### src/rtl/cmos_pkg.sv
// Shared types and constants for the camera window/decimation stage.
// Holds the skip encodings, default source geometry, the shadow-window struct and the FSM states.
package cmos_pkg;

  localparam int SRC_H_DEF = 640;
  localparam int SRC_V_DEF = 480;
  // Width of the window struct fields; the CNT_W parameter of the blocks must match it.
  localparam int WIN_W     = 11;

  localparam logic [1:0] SKIP_1_1  = 2'd0;
  localparam logic [1:0] SKIP_2_1  = 2'd1;
  localparam logic [1:0] SKIP_4_1  = 2'd2;
  localparam logic [1:0] SKIP_RSVD = 2'd3;

  typedef struct packed {
    logic [WIN_W-1:0] x0;
    logic [WIN_W-1:0] y0;
    logic [WIN_W-1:0] w;
    logic [WIN_W-1:0] h;
    logic [1:0]       skip;
  } win_cfg_t;

  typedef enum logic [1:0] {
    ST_WAIT_SOF = 2'd0,
    ST_ACTIVE   = 2'd1,
    ST_DONE     = 2'd2
  } crop_state_t;

  // Low-bit mask that must be zero for a coordinate offset to survive decimation.
  function automatic logic [1:0] skip_mask(input logic [1:0] skip);
    case (skip)
      SKIP_1_1: return 2'b00;
      SKIP_2_1: return 2'b01;
      default:  return 2'b11;
    endcase
  endfunction

endpackage

### src/rtl/cmos_win_cfg.sv
// Validates the programmed window, shadows it at frame start and derives the output geometry.
// Invalid or bypassed configurations fall back to the full source frame at 1:1.
module cmos_win_cfg
  import cmos_pkg::*;
#(
  parameter int CNT_W = WIN_W,
  parameter int SRC_H = SRC_H_DEF,
  parameter int SRC_V = SRC_V_DEF
) (
  input  logic               clk_i,
  input  logic               rst_i,
  input  logic               load_i,
  input  logic [CNT_W-1:0]   cfg_x0_i,
  input  logic [CNT_W-1:0]   cfg_y0_i,
  input  logic [CNT_W-1:0]   cfg_w_i,
  input  logic [CNT_W-1:0]   cfg_h_i,
  input  logic [1:0]         cfg_skip_i,
  input  logic               cfg_bypass_i,
  output win_cfg_t           win_o,
  output logic [CNT_W-1:0]   frame_h_o,
  output logic [CNT_W-1:0]   frame_v_o,
  output logic [2*CNT_W-1:0] pix_max_o,
  output logic               cfg_err_o
);

  localparam logic [CNT_W:0] SRC_H_L = (CNT_W+1)'(SRC_H);
  localparam logic [CNT_W:0] SRC_V_L = (CNT_W+1)'(SRC_V);

  win_cfg_t           full_s;
  win_cfg_t           win_d;
  win_cfg_t           win_q;
  logic [CNT_W:0]     x_sum_s;
  logic [CNT_W:0]     y_sum_s;
  logic               align_s;
  logic               invalid_s;
  logic               err_q;
  logic [CNT_W-1:0]   frame_h_d;
  logic [CNT_W-1:0]   frame_v_d;
  logic [CNT_W-1:0]   frame_h_q;
  logic [CNT_W-1:0]   frame_v_q;
  logic [2*CNT_W-1:0] pix_max_q;

  always_comb begin
    full_s      = '0;
    full_s.w    = CNT_W'(SRC_H);
    full_s.h    = CNT_W'(SRC_V);
    full_s.skip = SKIP_1_1;

    x_sum_s   = {1'b0, cfg_x0_i} + {1'b0, cfg_w_i};
    y_sum_s   = {1'b0, cfg_y0_i} + {1'b0, cfg_h_i};
    align_s   = ((cfg_w_i[1:0] | cfg_h_i[1:0]) & skip_mask(cfg_skip_i)) == 2'b00;
    invalid_s = (cfg_w_i == '0) || (cfg_h_i == '0) || (x_sum_s > SRC_H_L) ||
                (y_sum_s > SRC_V_L) || (cfg_skip_i == SKIP_RSVD) || !align_s;

    if (invalid_s || cfg_bypass_i) begin
      win_d = full_s;
    end else begin
      win_d.x0   = cfg_x0_i;
      win_d.y0   = cfg_y0_i;
      win_d.w    = cfg_w_i;
      win_d.h    = cfg_h_i;
      win_d.skip = cfg_skip_i;
    end

    frame_h_d = win_q.w >> win_q.skip;
    frame_v_d = win_q.h >> win_q.skip;
  end

  always_ff @(posedge clk_i or posedge rst_i) begin
    if (rst_i) begin
      win_q <= full_s;
      err_q <= 1'b0;
    end else if (load_i) begin
      win_q <= win_d;
      err_q <= invalid_s;
    end
  end

  // Geometry trails the shadow by one cycle so the multiplier sits behind a register.
  always_ff @(posedge clk_i or posedge rst_i) begin
    if (rst_i) begin
      frame_h_q <= CNT_W'(SRC_H);
      frame_v_q <= CNT_W'(SRC_V);
      pix_max_q <= (2*CNT_W)'(SRC_H * SRC_V);
    end else begin
      frame_h_q <= frame_h_d;
      frame_v_q <= frame_v_d;
      pix_max_q <= {{CNT_W{1'b0}}, frame_h_d} * {{CNT_W{1'b0}}, frame_v_d};
    end
  end

  assign win_o     = win_q;
  assign frame_h_o = frame_h_q;
  assign frame_v_o = frame_v_q;
  assign pix_max_o = pix_max_q;
  assign cfg_err_o = err_q;

endmodule

### src/rtl/cmos_window_crop.sv
// Camera window crop and 1:1/2:1/4:1 decimation between CMOS capture and the SDRAM write FIFO.
// Counters, frame FSM and the registered output datapath live here; config shadowing is in cmos_win_cfg.
module cmos_window_crop
  import cmos_pkg::*;
#(
  parameter int DATA_W = 16,
  parameter int CNT_W  = WIN_W,
  parameter int SRC_H  = SRC_H_DEF,
  parameter int SRC_V  = SRC_V_DEF
) (
  input  logic               cam_pclk,
  input  logic               rst,
  input  logic [CNT_W-1:0]   cfg_x0,
  input  logic [CNT_W-1:0]   cfg_y0,
  input  logic [CNT_W-1:0]   cfg_w,
  input  logic [CNT_W-1:0]   cfg_h,
  input  logic [1:0]         cfg_skip,
  input  logic               cfg_bypass,
  input  logic               cam_vsync,
  input  logic               cam_href,
  input  logic [DATA_W-1:0]  cam_data,
  input  logic               cam_data_valid,
  output logic               out_valid,
  output logic [DATA_W-1:0]  out_data,
  output logic               out_sof,
  output logic               out_eol,
  output logic [CNT_W-1:0]   frame_h,
  output logic [CNT_W-1:0]   frame_v,
  output logic [2*CNT_W-1:0] pix_max,
  output logic               cfg_err
);

  win_cfg_t          win_s;
  crop_state_t       state_q, state_d;
  logic              vsync_d0_q, href_d0_q;
  logic              sof_edge_s, eol_edge_s;
  logic [CNT_W-1:0]  h_cnt_q, h_cnt_d, v_cnt_q, v_cnt_d;
  logic              sof_pend_q, sof_pend_d;
  logic [CNT_W:0]    x_end_s, y_end_s, x_last_s, y_last_s;
  logic [1:0]        mask_s, dx_lo_s, dy_lo_s;
  logic              in_x_s, in_y_s, keep_s;
  logic              out_valid_q, out_sof_q, out_eol_q;
  logic [DATA_W-1:0] out_data_q;

  cmos_win_cfg #(.CNT_W(CNT_W), .SRC_H(SRC_H), .SRC_V(SRC_V)) u_cfg (
    .clk_i        (cam_pclk),
    .rst_i        (rst),
    .load_i       (sof_edge_s),
    .cfg_x0_i     (cfg_x0),
    .cfg_y0_i     (cfg_y0),
    .cfg_w_i      (cfg_w),
    .cfg_h_i      (cfg_h),
    .cfg_skip_i   (cfg_skip),
    .cfg_bypass_i (cfg_bypass),
    .win_o        (win_s),
    .frame_h_o    (frame_h),
    .frame_v_o    (frame_v),
    .pix_max_o    (pix_max),
    .cfg_err_o    (cfg_err)
  );

  assign sof_edge_s = cam_vsync & ~vsync_d0_q;
  assign eol_edge_s = ~cam_href & href_d0_q;

  always_comb begin
    h_cnt_d = h_cnt_q;
    if (sof_edge_s || eol_edge_s) begin
      h_cnt_d = '0;
    end else if (cam_data_valid && (h_cnt_q != '1)) begin
      h_cnt_d = h_cnt_q + 1'b1;
    end else begin
      h_cnt_d = h_cnt_q;
    end

    v_cnt_d = v_cnt_q;
    if (sof_edge_s) begin
      v_cnt_d = '0;
    end else if (eol_edge_s && (v_cnt_q != '1)) begin
      v_cnt_d = v_cnt_q + 1'b1;
    end else begin
      v_cnt_d = v_cnt_q;
    end
  end

  always_comb begin
    mask_s   = skip_mask(win_s.skip);
    x_end_s  = {1'b0, win_s.x0} + {1'b0, win_s.w};
    y_end_s  = {1'b0, win_s.y0} + {1'b0, win_s.h};
    x_last_s = x_end_s - {{(CNT_W-1){1'b0}}, mask_s} - {{CNT_W{1'b0}}, 1'b1};
    y_last_s = y_end_s - {{CNT_W{1'b0}}, 1'b1};
    dx_lo_s  = h_cnt_q[1:0] - win_s.x0[1:0];
    dy_lo_s  = v_cnt_q[1:0] - win_s.y0[1:0];
    in_x_s   = (h_cnt_q >= win_s.x0) && ({1'b0, h_cnt_q} < x_end_s);
    in_y_s   = (v_cnt_q >= win_s.y0) && ({1'b0, v_cnt_q} < y_end_s);
    keep_s   = (state_q == ST_ACTIVE) && cam_data_valid && !sof_edge_s && in_x_s && in_y_s &&
               ((dx_lo_s & mask_s) == 2'b00) && ((dy_lo_s & mask_s) == 2'b00);
  end

  always_comb begin
    state_d    = state_q;
    sof_pend_d = sof_pend_q;
    case (state_q)
      ST_WAIT_SOF: begin
        if (sof_edge_s) state_d = ST_ACTIVE;
        else            state_d = ST_WAIT_SOF;
      end
      ST_ACTIVE: begin
        if (sof_edge_s)                                         state_d = ST_ACTIVE;
        else if (eol_edge_s && ({1'b0, v_cnt_q} == y_last_s))   state_d = ST_DONE;
        else                                                    state_d = ST_ACTIVE;
      end
      ST_DONE: begin
        if (sof_edge_s) state_d = ST_ACTIVE;
        else            state_d = ST_DONE;
      end
      default: state_d = ST_WAIT_SOF;
    endcase

    // A short frame restarted by sof_edge re-arms the start-of-frame tag as well.
    if (sof_edge_s)  sof_pend_d = 1'b1;
    else if (keep_s) sof_pend_d = 1'b0;
    else             sof_pend_d = sof_pend_q;
  end

  // vsync_d0 resets high so a vsync already high when reset drops is not mistaken for a frame start.
  always_ff @(posedge cam_pclk or posedge rst) begin
    if (rst) begin
      vsync_d0_q  <= 1'b1;
      href_d0_q   <= 1'b0;
      h_cnt_q     <= '0;
      v_cnt_q     <= '0;
      state_q     <= ST_WAIT_SOF;
      sof_pend_q  <= 1'b0;
      out_valid_q <= 1'b0;
      out_data_q  <= '0;
      out_sof_q   <= 1'b0;
      out_eol_q   <= 1'b0;
    end else begin
      vsync_d0_q  <= cam_vsync;
      href_d0_q   <= cam_href;
      h_cnt_q     <= h_cnt_d;
      v_cnt_q     <= v_cnt_d;
      state_q     <= state_d;
      sof_pend_q  <= sof_pend_d;
      out_valid_q <= keep_s;
      out_data_q  <= keep_s ? cam_data : '0;
      out_sof_q   <= keep_s && sof_pend_q;
      out_eol_q   <= keep_s && ({1'b0, h_cnt_q} == x_last_s);
    end
  end

  assign out_valid = out_valid_q;
  assign out_data  = out_data_q;
  assign out_sof   = out_sof_q;
  assign out_eol   = out_eol_q;

endmodule

### config.mk
export PLATFORM = sky130hd
export DESIGN_NAME = cmos_window_crop
export DESIGN_NICKNAME = d
export VERILOG_FILES = /design/src/rtl/cmos_pkg.sv /design/src/rtl/cmos_win_cfg.sv /design/src/rtl/cmos_window_crop.sv
export SDC_FILE = /design/constraint.sdc
export NUM_CORES = 1
export LEC_CHECK = 0
export ABC_AREA = 1
export CAP_MARGIN = 30
export CORE_MARGIN = 3
export CORE_UTILIZATION = 64
export CTS_CLUSTER_DIAMETER = 200
export DETAILED_ROUTE_END_ITERATION = 6
export PLACE_DENSITY = 0.95
export SLEW_MARGIN = 40
export SYNTH_ARGS = -nofsm -noshare
export SYNTH_HDL_FRONTEND = slang
export SYNTH_SLANG_ARGS = --single-unit
### constraint.sdc
create_clock -name cam_pclk -period 10 [get_ports cam_pclk]
set_input_delay 2 -clock cam_pclk [delete_from_list [all_inputs] [get_ports cam_pclk]]
set_output_delay 2 -clock cam_pclk [all_outputs]
set_load 0.01 [all_outputs]
After elaboration in Yosys (flattened, before gate mapping)
Cells that the tools add are included.
{"block": "word_totals", "elab_cells": 104, "input_bits": 68, "regBits": 137}
{"block": "classes", "n_bitwise": 8, "mux": 15, "n_mul": 1, "add_sub_neg": 11, "n_reduce_logical": 33, "magnitude_cmp": 6, "shifts": 2, "eq_ne": 9}
{"op": "11-bit by 11-bit adder with 12-bit output", "n": 4}
{"op": "46-bit two-way mux", "n": 1}
{"op": "11-bit two-way mux", "n": 4}
{"op": "11-bit by 12-bit equality test with 1-bit output", "n": 2}
{"op": "11-bit by 12-bit less-than comparator with 1-bit output", "n": 2}
{"op": "12-bit by 1-bit subtractor with 12-bit output, second input constant", "n": 2}
{"op": "11-bit by 1-bit adder with 11-bit output, second input constant", "n": 2}
{"op": "11-bit >= comparator", "n": 2}
{"op": "11-bit zero test", "n": 2}
{"op": "11-bit by 11-bit multiplier with 22-bit output", "n": 1}
{"op": "11-bit != test, second input constant", "n": 2}
{"op": "11-bit by 2-bit right shift with 11-bit output", "n": 2}
{"op": "16-bit two-way mux", "n": 1}
{"op": "1-bit logical AND", "n": 13}
{"op": "12-bit by 10-bit > comparator with 1-bit output, second input constant", "n": 1}
{"op": "12-bit by 9-bit > comparator with 1-bit output, second input constant", "n": 1}
{"op": "2-bit zero test", "n": 6}
{"op": "12-bit by 2-bit subtractor with 12-bit output", "n": 1}
{"op": "2-bit case mux with 2 select lines", "n": 2}
{"op": "1-bit logical OR", "n": 7}
{"op": "2-bit bitwise AND", "n": 3}
{"op": "2-bit by 1-bit equality test with 1-bit output, second input constant", "n": 3}
{"op": "2-bit two-way mux", "n": 3}
{"op": "2-bit case mux with 3 select lines", "n": 1}
{"op": "8 further kinds", "n": 17}

Depth between registers and ports, before layout
{"block": "depth", "depth_word": 10, "depth_mapped": 32, "mapped_depth_nobuf": 31}

Hierarchy
Synthesis repeated with hierarchy kept, for this count alone.
{"block": "hier_totals", "cells_unflattened": 2027, "area_unflattened_um2": 14317.5}
{"mod": "cmos_win_cfg", "cells_per_inst": 1214, "instances": 1, "area_per_inst_um2": 9111.2, "seq_area_each_um2": 2297.2}
{"mod": "cmos_window_crop", "cells_per_inst": 813, "instances": 1, "area_per_inst_um2": 5206.2, "seq_area_each_um2": 1152.4}

Least setup slack after synthesis
No wires, ideal clock.
{"block": "synth_timing", "kind": "register to register", "from": "register u_cfg.win_q, in the netlist u_cfg.win_o[0]", "to": "register u_cfg.pix_max_q[19], in the netlist u_cfg.pix_max_o[19]", "arrival_ps": 5586, "stages_incl_launch_ff": 26, "path_slack_ps": 4335, "required_ps": 9921, "setup_ps": 79, "path_buffers": 2, "path_cell_list": "dfrtp_1 buf_2 buf_2 o21ai_0 nand2_1 o21ai_0 clkinv_1 nand2_1 inv_1 fa_1 fa_1 fa_1 fa_1 inv_1 fa_1 inv_1 ha_1 nand2_1 nor3_1 a21oi_1 o21ai_0 nand2_1 nand2_1 nand2_1 nand2_1 xor2_1"}
{"block": "synth_via", "elab_chain_cells": 2, "elab_cells_between_ends": 3}
{"element": "start, declared", "line": "cmos_win_cfg.sv:31", "rtl": "win_cfg_t win_q;"}
{"element": "start signal, assigned", "line": "cmos_win_cfg.sv:71", "rtl": "win_q <= full_s;"}
{"element": "start signal, assigned", "line": "cmos_win_cfg.sv:74", "rtl": "win_q <= win_d;"}
{"element": "11-bit by 2-bit right shift with 11-bit output", "line": "cmos_win_cfg.sv:65", "rtl": "frame_h_d = win_q.w >> win_q.skip;"}
{"element": "net u_cfg.frame_h_d[2]", "line": "cmos_win_cfg.sv:37", "rtl": "logic [CNT_W-1:0] frame_h_d;"}
{"element": "11-bit by 11-bit multiplier with 22-bit output", "line": "cmos_win_cfg.sv:88", "rtl": "pix_max_q <= {{CNT_W{1'b0}}, frame_h_d} * {{CNT_W{1'b0}}, frame_v_d};"}
{"element": "end signal, assigned", "line": "cmos_win_cfg.sv:84", "rtl": "pix_max_q <= (2*CNT_W)'(SRC_H * SRC_V);"}
{"element": "end signal, assigned", "line": "cmos_win_cfg.sv:88"}
{"element": "end, declared", "line": "cmos_win_cfg.sv:41", "rtl": "logic [2*CNT_W-1:0] pix_max_q;"}
The timed path passes the listed nets, and every way through them passes these cells.
A chain may end at the register's enable or synchronous reset.

Final worst setup path
{"block": "layout_timing", "from": "register u_cfg.win_q, in the netlist u_cfg.win_o[1]", "to": "register u_cfg.pix_max_q[19], in the netlist u_cfg.pix_max_o[19]"}
The elaborated chain is that of the path after synthesis.

==> flow_metrics.env <==
export IMPL_hold_path_class="flip-flop to flip-flop"
export IMPL_fin_util_pct=75.69
export IMPL_core_area_mm2=0.02122
export IMPL_cpLargestDelayFamily="adder cells"
export IMPL_ctsRootBufferMaster="clkbuf_16"
export IMPL_met3WireLength_mm=3.024
export IMPL_first_global_vias=13452
export IMPL_min_period_over_period_pct=67.74
export IMPL_clock_tree_htree_level_count=4
export IMPL_timing_hold_worst_start="sof_pend_q$_DFFE_PP0P_"
export IMPL_relSlewSlack_pct=49.28
export IMPL_dp_hpwl_mm=31.01
export IMPL_post_synth_main_area_contributors="dfrtp_1, nand2_1, ha_1"
export IMPL_drt_pre_antenna_iters=6
export IMPL_avgRoutedWirePerCell_um=16.54
export IMPL_post_layout_total_power_mw=1.486
export IMPL_crit_start="u_cfg.win_o[1]$_DFFE_PP0P_"
export IMPL_postRouteAntennaNets=0
export IMPL_worstHoldPathCells=2
export IMPL_grt_pass1_wl_mm=64.27
export IMPL_synth_top_area_share_pct=21.54
export IMPL_worstMarginPinSlew_ps=760.9
export IMPL_num_nets_final=2350
export IMPL_critPathMaxFanout=26
export IMPL_drt_met1_wl_mm=15.42
export IMPL_cts_made_buffers=17
export IMPL_worst_setup_hold_path_clk_slew_ps=60
export IMPL_post_synth_cell_area_avg_um2=7.244
export IMPL_synth_edf_count=0
export IMPL_worst_setup_path_start_kind="flip-flop"
export IMPL_worst_skew_pair_late_latency_ps=430
export IMPL_slowest_stage="dfrtp_1"
export IMPL_floorplan_die_width_um=153.6
export IMPL_tritoncts="built"
export IMPL_diodes=0
export IMPL_drc=0
export IMPL_num_vias=13313
export IMPL_crit_path_frequent_cell="nand2_1"
export IMPL_drt_vias_per_instance=5.706
export IMPL_num_fill_cells=1579
export IMPL_final_period_minus_worst_setup_slack_ps=6774
export IMPL_cellPowerDensity_mw_per_mm2=92.53
export IMPL_power_leakage_nw=8.734
export IMPL_place_inst=2301
export IMPL_grt_overflow_total=0
export IMPL_antenna_found_initial=0
export IMPL_synth_lib_cells_used_distinct=44
export IMPL_required_ps=10350
export IMPL_reg2reg_from="u_cfg.win_o[1]$_DFFE_PP0P_"
export IMPL_rsz0062_at_grt="no"
export IMPL_die_height_um=153.6
export IMPL_max_vdd_ir_drop_uv=101.6
export IMPL_reg2reg_setup_slack_ps=3230
export IMPL_critPathMaxStageDelay_ps=840
export IMPL_quantity_of_i_o_buffers_inserted_on_ports=131
export IMPL_drc_marker_count_from_the_first_detailed_route_iteration=1296
export IMPL_crit_arrival_ps=7130
export IMPL_seq_area_frac_synth_pct=24.75
export IMPL_top_layer="met4"
export IMPL_run_status="completed"
export IMPL_crit_type="flip-flop to flip-flop"
export IMPL_report_final_slew_viol_count=0
export IMPL_fin_skew_ps=11.13
export IMPL_postCtsResizedCells=0
export IMPL_fraction_of_synthesis_flops_using_an_asynchronous_set_or_reset_pin_pct=100.0
export IMPL_post_synth_top_area_cell="dfrtp_1"
export IMPL_timing_critical_path_to_type="flip-flop"
export IMPL_grt_usage_pct=33.12
export IMPL_synth_cells=1924
export IMPL_placement_rows=53
export IMPL_drive_gt1_share_pct=4.908
export IMPL_synthToLayoutAreaGrowth_pct=15.23
export IMPL_die_area_mm2=0.02359
export IMPL_mappedNetlistArea_mm2=0.01394
export IMPL_gpl_final_weighted_congestion=0.9819
export IMPL_cts_setup_buffers=0
export IMPL_crit_reg2reg_capture="u_cfg.pix_max_o[19]$_DFF_PP0_"
export IMPL_floorplan_io_pins=132
export IMPL_postRouteWirelength_mm=38.59
export IMPL_layout_cells_excl_fill=2333
export IMPL_synth_yosys_warnings=0
export IMPL_post_cts_hold_buffer_count=0
export IMPL_synth_seq_cells=137
export IMPL_final_hold_violation_count=0
export IMPL_cp_cell_sequence="inv_1 > o21ai_0 > clkinv_1 > nand2_1 > fa_1 > fa_1 > fa_1 > inv_1 > fa_1 > inv_1 > fa_1 > inv_1 > ha_1 > nand2_1 > nor3_1 > a21oi_1 > o21ai_0 > nand2_1 > nand2_1 > nand2_1 > nand2_1 > xor2_1"
export IMPL_synth_nets=2229
export IMPL_max_clock_freq_mhz=147.6
export IMPL_worst_case_reg_to_reg_path_depth=22
export IMPL_ys_dominant_reg_cell="dfrtp_1"
export IMPL_grt_start_max_net_pins=77
export IMPL_worstHoldEndpoint="out_sof$_DFF_PP0_"
export IMPL_worst_path_buf_inv=5
export IMPL_numClockSinks=137
export IMPL_finalSetupViolations=0
export IMPL_drv_cap=0
export IMPL_met2_layer_wire_length_in_the_routed_design_mm=18.53
export IMPL_initial_core_util_pct=65.68
export IMPL_setup_total_negative_slack_ps=0
export IMPL_maximum_count_of_clock_buffers_along_a_single_path=2
==> worst max path at each step <==
stage	endpoint	slack (ps)	cells past startpoint
6_report	u_cfg.pix_max_o[19]$_DFF_PP0_	3230	22
3_5_place_dp	u_cfg.pix_max_o[19]$_DFF_PP0_	3330	22
3_3_place_gp	u_cfg.pix_max_o[19]$_DFF_PP0_	3380	25
4_1_cts	u_cfg.pix_max_o[19]$_DFF_PP0_	3310	22
5_1_grt	u_cfg.pix_max_o[19]$_DFF_PP0_	2750	22
2_1_floorplan	u_cfg.pix_max_o[19]$_DFF_PP0_	4340	25
==> power by group <==
group,switching (mW),internal [mW]
sequential,0.0109,0.574
clock,0.285,0.353
combinational,0.153,0.111
==> layout by cell type (no fill, tap or decap), types with 11 or more instances in the layout <==
cell             count
nand2_1            527
inv_1              333
nor2_1             163
ha_1               152
nand3_1            139
clkdlybuf4s50_1    131
dfrtp_1            119
fa_1                85
a21oi_1             82
o21ai_0             53
xor2_1              26
nor3_1              23
nand4_1             22
o22ai_1             18
clkbuf_16           17
dfstp_2             17
xnor2_1             14
clkinv_1            12
nor2_2              11
nand2_2             11
==> cell usage after synthesis (5+ instances only) <==
cell	number
o22ai_1	20
or2_2	6
xnor2_1	14
nand3b_1	9
nor2_1	163
clkinv_1	12
a21oi_1	82
o21ai_1	6
nand2_1	527
nand4_1	22
clkbuf_1	18
nor2_2	11
nand3_1	139
inv_1	334
mux2i_1	7
dfstp_2	17
fa_1	85
xor2_1	26
nor3_1	23
buf_2	9
nand3_2	7
a31oi_1	6
nand2_2	11
o21a_1	5
o21ai_0	53
dfrtp_1	120
ha_1	152
a211oi_1	5
==> flip-flops by register name (all words and copies together), names as in the netlist, 2 cells and up <==
register and cells:
u_cfg.frame_h_o 11, u_cfg.win_o 46, v_cnt_q 11, h_cnt_q 11, state_q 2, u_cfg.pix_max_o 22
out_data 16, u_cfg.frame_v_o 11
==> worst register-to-register path: cells and delay by family, from the launching register on <==
kind | cells | cell delay, ps
AO/OA/AOI/OAI | 3 | 970
XOR/XNOR | 1 | 140
adder cells (fa/ha/maj) | 6 | 2870
buffers and inverters | 5 | 980
flip-flops | 1 | 840
AND/OR/NAND/NOR | 7 | 890
==> final cells by class <==
| type | count | area (um2) | share of cell area (%) |
|---|---|---|---|
| clock buffer | 17 | 425.4 | 2.649 |
| timing repair buffer | 135 | 1345 | 8.374 |
| multi-input combinational | 1404 | 9021 | 56.17 |
| inverter | 350 | 1319 | 8.211 |
| tap | 275 | 344.1 | 2.142 |
| sequential | 137 | 3451 | 21.48 |
| clock inverter | 15 | 156.4 | 0.9737 |
==> through the flow <==
step,instance area [um2],hold slack (ps),setup slack (ps)
floorplan,13940,457.2,4335
global placement,15450,471.3,3377
detailed placement,15470,507.3,3327
CTS,16060,503.8,3309
global route,16060,544.7,2749
finish,16060,502.2,3226
==> cell families (layout without fill, tap and decap cells) <==
kind of cell             after synthesis  count (layout)  share of synthesized area, %
AND/OR/NAND/NOR                      927             927                         28.11
buffers and inverters                383             517                         10.62
adder cells (fa/ha/maj)              237             237                         25.85
AO/OA/AOI/OAI                        193             193                         7.657
flip-flops                           137             137                         24.75
XOR/XNOR                              40              40                         2.513
multiplexers                           7               7                        0.5027
==> per-layer routing <==
metal | global-route usage [%] | up-vias
li1 | - | 6337
met1 | 42.11 | 6179
met2 | 56.49 | 668
met3 | 5.319 | 129
met4 | 13.79 | 0
met5 | 0 | -
Power figures use the tool's default switching activity.
